===== src/rtl/bm_mod_updown_counter.sv =====
// bm_mod_updown_counter: modulo-(MAX+1) up/down counter with parallel load,
// variable step size, combinational terminal count and a registered
// one-cycle wrap/limit pulse.
// Optional build macro: BM_COUNTER_SATURATE_EN -- when defined, counting
// past either end saturates at MAX or 0 instead of wrapping. In that build,
// W marks the cycle in which the limit was hit.
module bm_mod_updown_counter #(
  parameter int n   = 4,
  parameter int MAX = 9
) (
  input  logic         Clock,
  input  logic         Resetn,
  input  logic [n-1:0] R,
  input  logic [n-1:0] S,
  input  logic         L,
  input  logic         E,
  input  logic         up_down,
  output logic [n-1:0] Q,
  output logic         TC,
  output logic         W
);

  // One extra bit of headroom so that Q+S and Q+(MAX+1) never overflow
  // before the modulus test.
  localparam logic [n:0]   MAX_W = (n+1)'(MAX);
  localparam logic [n:0]   MOD_W = (n+1)'(MAX + 1);
  localparam logic [n-1:0] MAX_N = n'(MAX);

  logic [n:0]   q_ext;
  logic [n:0]   r_ext;
  logic [n:0]   s_ext;
  logic [n:0]   seff;
  logic [n:0]   sum;
  logic [n-1:0] q_nx;
  logic         w_nx;

  // Next-state selection: load beats count, count beats hold.
  always_comb begin
    q_ext = {1'b0, Q};
    r_ext = {1'b0, R};
    s_ext = {1'b0, S};
    seff  = (s_ext > MAX_W) ? MAX_W : s_ext;
    sum   = q_ext + seff;
    q_nx  = Q;
    w_nx  = 1'b0;
    if (L) begin
      q_nx = (r_ext > MAX_W) ? MAX_N : R;
    end else if (E) begin
      if (up_down) begin
        if (sum <= MAX_W) begin
          q_nx = n'(sum);
        end else begin
`ifdef BM_COUNTER_SATURATE_EN
          q_nx = MAX_N;
`else
          q_nx = n'(sum - MOD_W);
`endif
          w_nx = 1'b1;
        end
      end else begin
        if (q_ext >= seff) begin
          q_nx = n'(q_ext - seff);
        end else begin
`ifdef BM_COUNTER_SATURATE_EN
          q_nx = '0;
`else
          q_nx = n'(q_ext + MOD_W - seff);
`endif
          w_nx = 1'b1;
        end
      end
    end
  end

  // Count and wrap-pulse registers; reset clears both at once.
  always_ff @(posedge Clock or negedge Resetn) begin
    if (!Resetn) begin
      Q <= '0;
      W <= 1'b0;
    end else begin
      Q <= q_nx;
      W <= w_nx;
    end
  end

  // Terminal count follows the current direction without waiting for a clock.
  always_comb begin
    TC = up_down ? (Q == MAX_N) : (Q == '0);
  end

endmodule


===== config.mk =====
export PLATFORM = sky130hd
export DESIGN_NAME = bm_mod_updown_counter
export DESIGN_NICKNAME = d
export VERILOG_FILES = /design/src/rtl/bm_mod_updown_counter.sv
export SDC_FILE = /design/constraint.sdc
export NUM_CORES = 1
export LEC_CHECK = 0
export BUFFER_PORTS_ARGS = -buffer_cell sky130_fd_sc_hd__buf_2
export CAP_MARGIN = 5
export CORE_MARGIN = 10
export CORE_UTILIZATION = 50
export CTS_BUF_LIST = sky130_fd_sc_hd__clkbuf_16
export CTS_CLUSTER_SIZE = 14
export DETAILED_ROUTE_END_ITERATION = 16
export HOLD_SLACK_MARGIN = 0.03
export PLACE_DENSITY = 0.74
export SLEW_MARGIN = 20
export SYNTH_ARGS = -nofsm -noshare
export SYNTH_HDL_FRONTEND = slang
export SYNTH_SLANG_ARGS = --single-unit

===== constraint.sdc =====
create_clock -name Clock -period 5.01 [get_ports Clock]
set_input_delay 1.503 -clock Clock [delete_from_list [all_inputs] [get_ports Clock]]
set_output_delay 1.503 -clock Clock [all_outputs]
set_load 0.05 [all_outputs]

==> summary.txt <==
status - completed
CP Class - input port to output port
dominant cell type by area after synthesis - ha_1
design area - 1080 um^2
Die Wd - 62.6 um
dominant cells by area after synthesis - ha_1, dfrtp_1, inv_1
Critical Path AT - 2410 ps
worst hold path class - register to register
most frequent cells after synthesis - inv_1, ha_1, nand2_1
vias in the first global route - 950
Syn Inst Count - 116
Crit-path slowest cell - buf_2
Starting Density - 52.5%
synth unique cells - 40
GRT Overall Usage - 12.5%
Crit path top cell by count - buf_2
clk slew on worst S/H paths - 30 ps
GP Congestion - 0.847
minimum clock period - 3910 ps
Crit. End Element - output port
Core Rows - 15
clock root buffer - clkbuf_16
CP Data Required Time - 3510 ps
sequential share of power - 12.3%
clock skew - 0.599 ps
clock network fraction of design power - 21.4%
GR Layer Usage met2 - 21.2%
Clock Path Buffers - 2
GRT met1 Usage - 14.5%
Syn Area/Cell - 7.81 um^2
post-route worst setup slack - 1100 ps
worst hold slack - 706 ps
Post-CTS Hold Fix Bufs - 0
Nets - 162
crit-path leading delay family - buffers and inverters
I/O Buffers - 18
Die Footprint - 3910 um^2
post-CTS sizing - 0
Syn. warnings - 0
sw frac - 47.9%
most common cell in the netlist - inv_1
Final setup viols - 0
Mapped Nets - 143
crit path buf inv count - 3
post-place instance area - 1000 um^2
hpwl dp - 1860 um
crit path launch type - input port
sequential fraction of the synthesis area - 13.8%
post-route DRC violation count - 0
max-slew violations - 0
fmax - 256 MHz
Avg WL per Cell - 14.4 um
Routed Antenna Nets - 0
Post-CTS Setup Bufs - 0
peak supply drop - 0.309 mV
I/O Pins - 19
fin crit share - 78.0%
via/cell ratio - 5.67
RSZ-0062 raised after global routing - false
TritonCTS Sinks - 5
grt met3 use - 2.87%
Synth Area in Compound Gates - 22.7%
setup TNS - 0 ps
Yosys reg bits - 5
pin count of the biggest net entering global routing - 11
Fin. Hold Viols - 0
P&R area growth vs syn - 19.2%
Iter 0 DRT Violations - 22
Die H - 62.6 um
Yosys top cell area share - 15.2%
Net Switching - 0.000289 W
Synth Area in Simple Gates - 26.4%
Primary FF master, synth - dfrtp_1
drt first pass iters - 4
routed vias - 902
initial antenna violation count - 0
clock latency on the worst-skew pair - 230 ps
CP cell instances - buf_2 -> inv_1 -> nand3_1 -> a211oi_1 -> buf_2
Internal - 0.000314 W
Largest stage delay, worst path - 300 ps
H-tree levels - 1
Post-Synth XOR/XNOR Area - 3.87%
synthesized-area fraction occupied by adder cells - 21.8%
Post-Syn Area - 906 um^2
Comb power frac - 66.3%
Pwr per Cell Area - 558 nW/um^2
CTS tree - built
Synth async-reset ratio - 100%
grt peak-use layer - met2
Worst Path Max Fanout - 9
post-synthesis mux area share - 1.10%
first-pass GRT wire length - 4170 um
grt total ovfl - 0
Leakage - 0.526 nW
CTS Buf Count - 3
drt total wl - 2290 um
fraction of layout cells with a size suffix above 1 - 18.7%
Post-synth EDFFs - 0
diode count - 0
max_cap viols - 0
Slew HR - 56.7%
Tightest Pin Transition - 649 ps
largest family of logic cells by synthesized area - simple AND/OR/NAND/NOR gates
Place WS - 970 ps
CORE AREA - 1730 um^2
-- through the flow --
stage,instances,total power [W],utilization (%)
finish,159,0.000603,62.5
global route,159,0.000662,62.5
CTS,159,0.000605,62.5
detailed placement,155,0.000471,58.0
global placement,155,0.000461,58.0
floorplan,116,0.000396,-
-- final timing paths --
path | from | end | slack, ps | cells after the start
max | up_down | TC | 1100 | 5
min | Q[2]$_DFFE_PN0P_ | Q[2]$_DFFE_PN0P_ | 710 | 2
min reg2reg | Q[2]$_DFFE_PN0P_ | Q[2]$_DFFE_PN0P_ | 710 | 2
max in group asynchronous | Resetn | Q[2]$_DFFE_PN0P_ | 3790 | 1
max reg2reg | Q[1]$_DFFE_PN0P_ | Q[1]$_DFFE_PN0P_ | 2290 | 12
min in group asynchronous | Resetn | Q[0]$_DFFE_PN0P_ | 1090 | 1
-- power groups by stage --
stage	Combinational [W]	Clock [W]	Sequential, W
3_5_place_dp	0.000396	0	0.0000743
2_1_floorplan	0.000293	0	0.000103
6_report	0.000399	0.000129	0.0000741
3_3_place_gp	0.000387	0	0.0000739
4_1_cts	0.000400	0.000131	0.0000737
5_1_grt	0.000448	0.000136	0.0000774
-- kinds of logic after synthesis --
group | Yosys count
xor+xnor | 4
buf+inv | 22
flops | 5
mux | 1
compound gates | 28
simple gates | 42
fa+ha+maj | 14
-- routing by layer --
layer	wire [um]	part of all wire, %
met2	1140	50
met3	119	5.2
met1	986	43
met5	0	0
met4	40	1.7
-- state kept, by name, summed over array words and instances, names as in the netlist --
name,count
Q,4
W,1
-- cell usage in the layout, fill, tap and decap left out, types with 2 or more instances in the layout --
cell type  synthesis  routed
xnor2_1            3       3
buf_2              0      18
dfrtp_1            5       5
o211ai_1           3       3
a21oi_1            2       2
a211oi_1           2       2
o2111ai_1          2       2
nand3_1            3       3
inv_1             18      19
fa_1               3       3
ha_1              11      11
nor2_1             9       9
o21ai_0            5       5
nor3_1             4       4
and3b_1            2       2
nand3b_1           2       2
clkbuf_16          0       3
nor2b_1            3       3
nand2b_1           2       2
nand2_1           11      11
o21ai_1            4       4
-- tightest hold or removal path: stages (launching register included) --
cell and delay, ps:
dfrtp_1 460, a31oi_1 130, o21ai_1 70
-- layout make-up --
cell class                 count  area (um^2)
tap                           25         31.3
fill                         165          647
inverter                      18         67.6
timing repair buffer          18         90.1
sequential                     5          125
clock inverter                 1         3.75
multi-input combinational     89          687
clock buffer                   3         75.1
Note: power is estimated with default switching activity, not from simulation.
